## src/rtl/tone_phase_sched_pkg.sv

```systemverilog
// Shared definitions for the tone phase scheduler: register field codes,
// ctrl bit positions and the FSM state encoding.
package tone_phase_sched_pkg;

  // Register field codes (low two bits of reg_addr_in)
  localparam logic [1:0] FLD_FREQ_LO = 2'd0;
  localparam logic [1:0] FLD_FREQ_HI = 2'd1;
  localparam logic [1:0] FLD_CTRL    = 2'd2;

  // ctrl byte bit positions
  localparam int CTRL_EN     = 0;
  localparam int CTRL_WT_LSB = 1;
  localparam int CTRL_CLR    = 4;

  typedef enum logic {
    ST_IDLE = 1'b0,
    ST_RUN  = 1'b1
  } state_e;

endpackage

```

## src/rtl/tone_phase_sched_if.sv

```systemverilog
// Host/mixer-facing bundle of the tone phase scheduler.
//
// Handshake semantics: there is no back-pressure anywhere. sample_tick_in and
// reg_write_en_in are single-cycle strobes taken in the cycle they are high.
// slot_valid_out qualifies ch_index_out/lut_addr_out/wave_type_out/mute_out/
// frame_done_out for exactly that cycle; the consumer must take it then.
interface tone_phase_sched_if #(
  parameter int NUM_CH = 4
);
  localparam int CH_W = $clog2(NUM_CH);

  logic            sample_tick_in;
  logic            reg_write_en_in;
  logic [CH_W+1:0] reg_addr_in;
  logic [7:0]      reg_data_in;

  logic            slot_valid_out;
  logic [CH_W-1:0] ch_index_out;
  logic [3:0]      lut_addr_out;
  logic [2:0]      wave_type_out;
  logic            mute_out;
  logic            frame_done_out;
  logic            overrun_out;

  // Host / bench side
  modport master (
    output sample_tick_in, reg_write_en_in, reg_addr_in, reg_data_in,
    input  slot_valid_out, ch_index_out, lut_addr_out, wave_type_out,
           mute_out, frame_done_out, overrun_out
  );

  // Scheduler side
  modport slave (
    input  sample_tick_in, reg_write_en_in, reg_addr_in, reg_data_in,
    output slot_valid_out, ch_index_out, lut_addr_out, wave_type_out,
           mute_out, frame_done_out, overrun_out
  );
endinterface

```

## src/rtl/tone_voice_regs.sv

```systemverilog
// Per-voice frequency and control storage with write decode. The phase_clr
// bit of a ctrl write is not stored; it leaves as a one-cycle strobe.
module tone_voice_regs
  import tone_phase_sched_pkg::*;
#(
  parameter int NUM_CH = 4,
  parameter int CH_W   = 2
) (
  input  logic              clk_in,
  input  logic              rst_in,
  input  logic              wr_en_in,
  input  logic [CH_W+1:0]   wr_addr_in,
  input  logic [7:0]        wr_data_in,
  input  logic [CH_W-1:0]   rd_ch_in,
  output logic [15:0]       rd_freq_out,
  output logic [3:0]        rd_ctrl_out,
  output logic [NUM_CH-1:0] clr_strobe_out
);

  logic [NUM_CH-1:0][15:0] freq_q, freq_d;
  logic [NUM_CH-1:0][3:0]  ctrl_q, ctrl_d;
  logic [CH_W-1:0]         wr_voice;
  logic [1:0]              wr_field;
  logic                    unused_data_hi;

  assign wr_voice       = wr_addr_in[CH_W+1:2];
  assign wr_field       = wr_addr_in[1:0];
  assign unused_data_hi = ^wr_data_in[7:5];

  // Write decode; field 3 is reserved and falls through to no update
  always_comb begin
    freq_d         = freq_q;
    ctrl_d         = ctrl_q;
    clr_strobe_out = '0;
    if (wr_en_in) begin
      case (wr_field)
        FLD_FREQ_LO: freq_d[wr_voice][7:0]  = wr_data_in;
        FLD_FREQ_HI: freq_d[wr_voice][15:8] = wr_data_in;
        FLD_CTRL: begin
          ctrl_d[wr_voice]         = wr_data_in[3:0];
          clr_strobe_out[wr_voice] = wr_data_in[CTRL_CLR];
        end
        default: ;
      endcase
    end
  end

  // Register storage
  always_ff @(posedge clk_in) begin
    if (rst_in) begin
      freq_q <= '0;
      ctrl_q <= '0;
    end else begin
      freq_q <= freq_d;
      ctrl_q <= ctrl_d;
    end
  end

  // Asynchronous read port shows stored values, so a same-cycle write is
  // only seen from the following cycle on
  assign rd_freq_out = freq_q[rd_ch_in];
  assign rd_ctrl_out = ctrl_q[rd_ch_in];

endmodule

```

## src/rtl/tone_phase_sched.sv

```systemverilog
// Time-multiplexed phase accumulator: on each sample tick it visits every
// voice once, one per clock, and presents that voice's LUT address and
// wave type to the wave LUT through registered outputs.
module tone_phase_sched
  import tone_phase_sched_pkg::*;
#(
  parameter int NUM_CH  = 4,
  parameter int PHASE_W = 16
) (
  input  logic                clk_in,
  input  logic                rst_in,
  tone_phase_sched_if.slave   bus,
  output state_e              state_dbg_out
);

  localparam int CH_W = $clog2(NUM_CH);

  state_e                       state_q, state_d;
  logic [CH_W-1:0]              ch_q, ch_d;
  logic [NUM_CH-1:0][PHASE_W-1:0] phase_q, phase_d;

  logic                         visit_en;
  logic [CH_W-1:0]              visit_ch;
  logic [PHASE_W-1:0]           cur_phase;
  logic [PHASE_W-1:0]           freq_ext;
  logic [15:0]                  rd_freq;
  logic [3:0]                   rd_ctrl;
  logic [NUM_CH-1:0]            clr_strobe;

  logic            slot_valid_q, slot_valid_d;
  logic [CH_W-1:0] ch_index_q, ch_index_d;
  logic [3:0]      lut_addr_q, lut_addr_d;
  logic [2:0]      wave_type_q, wave_type_d;
  logic            mute_q, mute_d;
  logic            frame_done_q, frame_done_d;
  logic            overrun_q, overrun_d;

  tone_voice_regs #(
    .NUM_CH (NUM_CH),
    .CH_W   (CH_W)
  ) u_regs (
    .clk_in         (clk_in),
    .rst_in         (rst_in),
    .wr_en_in       (bus.reg_write_en_in),
    .wr_addr_in     (bus.reg_addr_in),
    .wr_data_in     (bus.reg_data_in),
    .rd_ch_in       (visit_ch),
    .rd_freq_out    (rd_freq),
    .rd_ctrl_out    (rd_ctrl),
    .clr_strobe_out (clr_strobe)
  );

  // Zero-extends or truncates the 16-bit frequency word to the accumulator
  assign freq_ext  = PHASE_W'(rd_freq);
  assign cur_phase = phase_q[visit_ch];

  // FSM: voice 0 is visited in the tick cycle itself so its registered slot
  // appears one cycle later; ch_q therefore holds the next voice to visit
  always_comb begin
    state_d   = state_q;
    ch_d      = ch_q;
    visit_en  = 1'b0;
    visit_ch  = '0;
    overrun_d = overrun_q;
    case (state_q)
      ST_IDLE: begin
        if (bus.sample_tick_in) begin
          visit_en = 1'b1;
          visit_ch = '0;
          ch_d     = CH_W'(1);
          state_d  = ST_RUN;
        end
      end
      ST_RUN: begin
        visit_en = 1'b1;
        visit_ch = ch_q;
        if (bus.sample_tick_in) overrun_d = 1'b1;
        if (ch_q == CH_W'(NUM_CH - 1)) begin
          ch_d    = '0;
          state_d = ST_IDLE;
        end else begin
          ch_d = ch_q + CH_W'(1);
        end
      end
      default: state_d = ST_IDLE;
    endcase
  end

  // Phase update for the visited voice; a phase_clr strobe overrides it
  always_comb begin
    phase_d = phase_q;
    if (visit_en) begin
      if (rd_ctrl[CTRL_EN]) phase_d[visit_ch] = cur_phase + freq_ext;
      else                  phase_d[visit_ch] = '0;
    end
    for (int c = 0; c < NUM_CH; c++) begin
      if (clr_strobe[c]) phase_d[c] = '0;
    end
  end

  // Slot output values; everything reads zero between slots
  always_comb begin
    slot_valid_d = visit_en;
    ch_index_d   = '0;
    lut_addr_d   = '0;
    wave_type_d  = '0;
    mute_d       = 1'b0;
    frame_done_d = 1'b0;
    if (visit_en) begin
      ch_index_d   = visit_ch;
      lut_addr_d   = cur_phase[PHASE_W-1 -: 4];
      wave_type_d  = rd_ctrl[CTRL_WT_LSB +: 3];
      mute_d       = ~rd_ctrl[CTRL_EN];
      frame_done_d = (visit_ch == CH_W'(NUM_CH - 1));
    end
  end

  // State, phase array and output registers
  always_ff @(posedge clk_in) begin
    if (rst_in) begin
      state_q      <= ST_IDLE;
      ch_q         <= '0;
      phase_q      <= '0;
      slot_valid_q <= 1'b0;
      ch_index_q   <= '0;
      lut_addr_q   <= '0;
      wave_type_q  <= '0;
      mute_q       <= 1'b0;
      frame_done_q <= 1'b0;
      overrun_q    <= 1'b0;
    end else begin
      state_q      <= state_d;
      ch_q         <= ch_d;
      phase_q      <= phase_d;
      slot_valid_q <= slot_valid_d;
      ch_index_q   <= ch_index_d;
      lut_addr_q   <= lut_addr_d;
      wave_type_q  <= wave_type_d;
      mute_q       <= mute_d;
      frame_done_q <= frame_done_d;
      overrun_q    <= overrun_d;
    end
  end

  assign bus.slot_valid_out = slot_valid_q;
  assign bus.ch_index_out   = ch_index_q;
  assign bus.lut_addr_out   = lut_addr_q;
  assign bus.wave_type_out  = wave_type_q;
  assign bus.mute_out       = mute_q;
  assign bus.frame_done_out = frame_done_q;
  assign bus.overrun_out    = overrun_q;
  assign state_dbg_out      = state_q;

endmodule

```

## src/flat_wrapper.sv

```systemverilog
// flat-port wrapper written by rule: the top's interface ports become plain ports
module tone_phase_sched_flat import tone_phase_sched_pkg::*;
#(
  parameter int NUM_CH  = 4,
  parameter int PHASE_W = 16
)
  (clk_in, rst_in, state_dbg_out, bus_sample_tick_in, bus_reg_write_en_in, bus_reg_addr_in, bus_reg_data_in, bus_slot_valid_out, bus_ch_index_out, bus_lut_addr_out, bus_wave_type_out, bus_mute_out, bus_frame_done_out, bus_overrun_out);
  tone_phase_sched_if #(.NUM_CH(NUM_CH)) bus_i ();
  input  logic clk_in;
  input  logic rst_in;
  output state_e state_dbg_out;
  input wire logic [$bits(bus_i.sample_tick_in)-1:0] bus_sample_tick_in;
  input wire logic [$bits(bus_i.reg_write_en_in)-1:0] bus_reg_write_en_in;
  input wire logic [$bits(bus_i.reg_addr_in)-1:0] bus_reg_addr_in;
  input wire logic [$bits(bus_i.reg_data_in)-1:0] bus_reg_data_in;
  output wire logic [$bits(bus_i.slot_valid_out)-1:0] bus_slot_valid_out;
  output wire logic [$bits(bus_i.ch_index_out)-1:0] bus_ch_index_out;
  output wire logic [$bits(bus_i.lut_addr_out)-1:0] bus_lut_addr_out;
  output wire logic [$bits(bus_i.wave_type_out)-1:0] bus_wave_type_out;
  output wire logic [$bits(bus_i.mute_out)-1:0] bus_mute_out;
  output wire logic [$bits(bus_i.frame_done_out)-1:0] bus_frame_done_out;
  output wire logic [$bits(bus_i.overrun_out)-1:0] bus_overrun_out;
  assign bus_i.sample_tick_in = bus_sample_tick_in;
  assign bus_i.reg_write_en_in = bus_reg_write_en_in;
  assign bus_i.reg_addr_in = bus_reg_addr_in;
  assign bus_i.reg_data_in = bus_reg_data_in;
  assign bus_slot_valid_out = bus_i.slot_valid_out;
  assign bus_ch_index_out = bus_i.ch_index_out;
  assign bus_lut_addr_out = bus_i.lut_addr_out;
  assign bus_wave_type_out = bus_i.wave_type_out;
  assign bus_mute_out = bus_i.mute_out;
  assign bus_frame_done_out = bus_i.frame_done_out;
  assign bus_overrun_out = bus_i.overrun_out;
  tone_phase_sched #(.NUM_CH(NUM_CH), .PHASE_W(PHASE_W)) u_core (.clk_in(clk_in), .rst_in(rst_in), .bus(bus_i), .state_dbg_out(state_dbg_out));
endmodule
```

## config.mk

```make
export PLATFORM = sky130hd
export DESIGN_NAME = tone_phase_sched_flat
export DESIGN_NICKNAME = d
export VERILOG_FILES = /design/src/rtl/tone_phase_sched_pkg.sv /design/src/rtl/tone_phase_sched_if.sv /design/src/rtl/tone_voice_regs.sv /design/src/rtl/tone_phase_sched.sv /design/src/flat_wrapper.sv
export SDC_FILE = /design/constraint.sdc
export NUM_CORES = 1
export LEC_CHECK = 0
export CORE_MARGIN = 4
export CORE_UTILIZATION = 54
export CTS_CLUSTER_SIZE = 40
export DETAILED_ROUTE_END_ITERATION = 7
export GPL_ROUTABILITY_DRIVEN = 0
export PLACE_DENSITY = 0.72
export SYNTH_ARGS = -nofsm -noshare
export SYNTH_HDL_FRONTEND = slang
export SYNTH_SLANG_ARGS = --single-unit
```

## constraint.sdc

```tcl
create_clock -name clk_in -period 10.4 [get_ports clk_in]
set_input_delay 1.56 -clock clk_in [delete_from_list [all_inputs] [get_ports clk_in]]
set_output_delay 1.56 -clock clk_in [all_outputs]
set_load 0.05 [all_outputs]
```

# Word-level counts from Yosys, hierarchy flattened
# Index checks and enable logic that the tools add are counted.
# Widths: inputs -> output; s select.
# word_totals
ff_bits,160
output_inout_bits,14
# op_classes
n_lt_le_gt_ge,4
eq_ne,5
reduce_logical,12
addsub,2
bitwise_logic,6
mux,32
# ops
cell,n
$bwmux 64,3
$pmux 64 s2,1
$demux 16 s2,3
$and 64x64->64,1
$bmux 16 s2,2
$mux 16,4
$mux 64,1
$not 64->64,1
$add 16x16->16,1
$bwmux 16,1
$mux 4,4
$reduce_or 2->1,5
$bmux 4 s2,1
$demux 4 s2,1
$mux 8,1
$pmux 2 s2,2
$eq 2x2->1 const B,3
$lt 2x3->1 const B,2
$reduce_and 2->1,3
$and 4x4->4,1
$ge 2x1->1 const B,2
$mux 2,2
$pmux 1 s2,2
$mux 1,3
other kinds (8),11

# Depth between registers and ports, before layout
# logic_depth
word_depth,9
depth_mapped,15
ltp_nobuf,12

# Modules after synthesis
# Synthesis repeated with hierarchy kept, for this count alone.
# hier_totals
cells_unflattened,802
area_unflattened_um2,7775.0
# by_module_without_submodules
module,seq_area_each_um2,cells_each,area_per_inst_um2,n_inst
tone_phase_sched,1601.5,483,4047.6,1
tone_voice_regs,1601.5,319,3727.3,1

# Worst setup path before layout
# OpenSTA, ideal clock, no wires.
# synth_path
path_type,flip-flop to flip-flop
start,"register u_core.state_q, in the netlist u_core.state_dbg_out"
end,register u_core.phase_q[12] (netlist bit)
setup_slack_ns,6.660
t_required_ns,10.283
setup_ns,0.117
n_path_buf,2
t_arrival_ns,3.623
path_stages_with_launch,14
path_cell_list,dfxtp_1 > buf_2 > nand3_1 > clkbuf_1 > o22ai_1 > nor2_1 > ha_1 > fa_1 > a21oi_1 > o211ai_1 > a211oi_2 > o21ai_0 > xor2_1 > a32o_1
# synth_between
elab_chain_cells,9
word_cells_on_any_way,19
classes_between,add/sub (1); order compare (2); mux (12); bitwise (3); reduce/logical (1)
# synth_lines
item,line_no,source
start: declaration,tone_phase_sched.sv:18,"state_e state_q, state_d;"
start signal: assignment,tone_phase_sched.sv:132,state_q <= state_d;
"parallel branches: the longest is 9 deep, another holds $add 16x16->16",--,
end signal: assignment,tone_phase_sched.sv:134,phase_q <= phase_d;
end: declaration,tone_phase_sched.sv:20,"logic [NUM_CH-1:0][PHASE_W-1:0] phase_q, phase_d;"
# Several ways; the timed one is not identified. The select of a mux whose other input is x is not followed.
# A chain may end at the register's enable or synchronous reset.

# Worst setup path after layout
# layout_path
start,"register u_core.state_q, in the netlist u_core.state_dbg_out"
end,register u_core.phase_q[13] (netlist bit)
# Same word-level chain as after synthesis.

==> qor.yml <==
status: "completed"
slowest_stage: "dfxtp_1"
hold_path_depth: 2
final_common_cell: "dfxtp_1"
clk_latency_ns: 0.43
grt_start_max_net_pins: 92
placedInstanceArea_mm2: 0.00756
post-route-period-util: 0.427
dp_hpwl_mm: 13.1
yosysWarningCount: 0
synth_top_cell_by_area: "dfxtp_1"
final_area_mm2: 0.00822
layout-drive-gt1-share: 0.0650
cts_tree: "yes"
clock-root-buffer: "clkbuf_16"
hold_viol: 0
worstMarginPinSlew_ns: 1.02
async_reset_ff_frac: 0
synth_seq_cells: 160
endpoint_kind: "register"
rr_endpoint: "u_core.phase_q[13]"
worstPathArrival_ns: 4.81
grt_pass1_vias: 6226
synth_seq_area_share: 0.445
grt_overflow: 0
fillers: 1075
reg2reg_depth: 12
port_buffers: 29
syn_nets: 861
final_cells: 1018
yosys.area_share.xor_xnor: 0.0146
ant_nets: 0
syn_inst: 828
leakagePower_nw: 3.21
design.core.area_mm2: 0.0128
die_y_um: 123
r2r_slack_ns: 5.96
synth_top_family_by_area: "simple AND/OR/NAND/NOR gates"
die-area_mm2: 0.0153
final.setup_skew_ns: 0.00905
synthMuxAreaShare: 0.108
wl_mm: 19.8
cts_num_sinks: 160
cts.repair.resized: 0
finalSetupViolCount: 0
syn2layout_area_growth_pct: 14.1
nets: 866
yosysUniqueCellTypes: 54
grt_pass1_wl_mm: 31.8
drt_first_iter_violations: 596
ir_worst_vdd_v: 0.000106
synth_fa_ha_area_frac: 0.0306
layout_common_cells: "160 x dfxtp_1, 158 x nor2_1, 74 x mux2i_1"
synthTopCellsByArea: "dfxtp_1 44%, mux2i_1 10%, nor2_1 8.2%, o22ai_1 4.8%, a21oi_1 3.9%"
num_rows: 41
r2r_start: "u_core.state_dbg_out"
critical_path.cell_chain: "inv_1 > nor2_2 > buf_4 > o22ai_1 > nor2_1 > ha_1 > a21oi_1 > o21ai_1 > nor4b_2 > o31a_1 > or4_1 > nand3_1"
h-tree-depth: 4
io_pins: 30
firstDrtPassIters: 7
power_density_mw_per_mm2: 177
synth_area_mm2: 0.00720
synthSimpleGateAreaFrac: 0.183
crit_type: "reg2reg"
dp_cells: 986
slew_viol_final: 0
timing.setup.tns_ns: 0
period_minus_slack_ns: 4.44
synth_top_area_frac: 0.445
syn_avg_cell_area_um2: 8.70
clkTransAtPathRegs_ns: 0.06
worstPathMaxFanout: 26
max_stage_delay_ns: 0.88
grt_antenna_before_repair: 0
synth_compound_area_frac: 0.183
relSlewSlack: 0.314
worst_ep_required_time_ns: 10.77
rsz0062_at_grt: "no"
synth_flop_cell: "dfxtp_1"
fp.dieW_um: 123
vias_per_cell: 6.22
fmax_ghz: 0.225
maxCapViolations: 0
cts_setup_buffers: 0
hold_end: "u_core.u_regs.freq_q[2]"
initial_core_util: 0.562
wl_per_cell_um: 19.4
drc: 0
synth_edf_count: 0
hp-class: "reg2reg"
cts_buffers: 17
diodes: 0
cts_max_path_buffers: 2
hold_buffers: 0
start_kind: "register"
holdCritStartpoint: "u_core.u_regs.freq_q[2]"
num_vias: 6335
grt_usage: 0.270
==> worst max-delay path by stage <==
stage	start	to	slack (ns)	depth (start not counted)
floorplan	u_core.state_dbg_out	u_core.phase_q[12]	6.66	13
global placement	u_core.state_dbg_out	u_core.phase_q[13]	6.17	12
detailed placement	u_core.state_dbg_out	u_core.phase_q[13]	6.06	12
CTS	u_core.state_dbg_out	u_core.phase_q[13]	6.04	12
global route	u_core.state_dbg_out	u_core.phase_q[13]	5.74	12
finish	u_core.state_dbg_out	u_core.phase_q[13]	5.96	12
==> flip-flops by register name, summed over array words and instances (netlist names) <==
signal / count
u_core.bus.lut_addr_out: 4
u_core.bus.overrun_out: 1
u_core.ch_q: 2
u_core.bus.ch_index_out: 2
u_core.bus.slot_valid_out: 1
u_core.u_regs.ctrl_q: 16
u_core.bus.mute_out: 1
u_core.bus.frame_done_out: 1
u_core.u_regs.freq_q: 64
u_core.phase_q: 64
u_core.state_dbg_out: 1
u_core.bus.wave_type_out: 3
==> where the power goes <==
part	switching, mW	internal, mW
Clock	0.255	0.441
Combinational	0.0907	0.0440
Sequential	0.00849	0.619
==> final cells by class <==
type	count	area (µm²)	share of cell area
multi-input cells	599	3730	0.454
flip-flops and latches	160	3200	0.390
clock buffers	20	457	0.0555
repair buffers	37	345	0.0420
well taps	172	215	0.0262
clock inverters	12	203	0.0247
inverters	18	67.6	0.00822
==> cells by family after synthesis <==
| kind of cell | Yosys count |
|---|---|
| simple gates | 294 |
| flops | 160 |
| xor+xnor | 12 |
| mux | 77 |
| fa+ha+maj | 17 |
| compound gates | 199 |
| buf+inv | 69 |
==> critical path: cells and delay by family (launching register included) <==
family,cells,cell delay (ns)
and+or+nand+nor,5,1.68
AOI/OAI and AO/OA,4,0.97
DFF,1,0.88
buffers and inverters,2,0.56
adders and majority gates,1,0.30
==> synth_stat cells (all sizes together) (4+ instances only) <==
| library cell | n |
|---|---|
| nor3 | 6 |
| and2 | 6 |
| a221oi | 4 |
| or2 | 4 |
| xnor2 | 8 |
| a22o | 22 |
| dfxtp | 160 |
| clkbuf | 38 |
| nand2 | 67 |
| nand3b | 5 |
| o22ai | 55 |
| inv | 18 |
| nor2 | 159 |
| a31oi | 7 |
| mux2i | 74 |
| xor2 | 4 |
| a32o | 4 |
| o21ai | 11 |
| o211ai | 5 |
| a22oi | 12 |
| buf | 13 |
| nand2b | 8 |
| ha | 16 |
| nand3 | 26 |
| a21o | 5 |
| a21oi | 56 |
==> metal layers <==
layer	track usage	up-vias	routed length [µm]
li1	-	2960	-
met1	0.350	3051	8600
met2	0.427	272	9170
met3	0.0640	52	1380
met4	0.125	0	629
met5	0	-	0
==> through the flow <==
| step | setup WS, ns | hold WS, ns | power, mW | util |
|---|---|---|---|---|
| floorplan | 6.66 | 0.421 | 0.732 | - |
| global route | 5.74 | 0.470 | 1.50 | 0.641 |
| CTS | 6.04 | 0.456 | 1.46 | 0.641 |
| finish | 5.96 | 0.457 | 1.46 | 0.641 |
| detailed placement | 6.06 | 0.448 | 0.772 | 0.590 |
| global placement | 6.17 | 0.440 | 0.769 | 0.590 |
No activity file was read; power rests on OpenSTA's default activity.
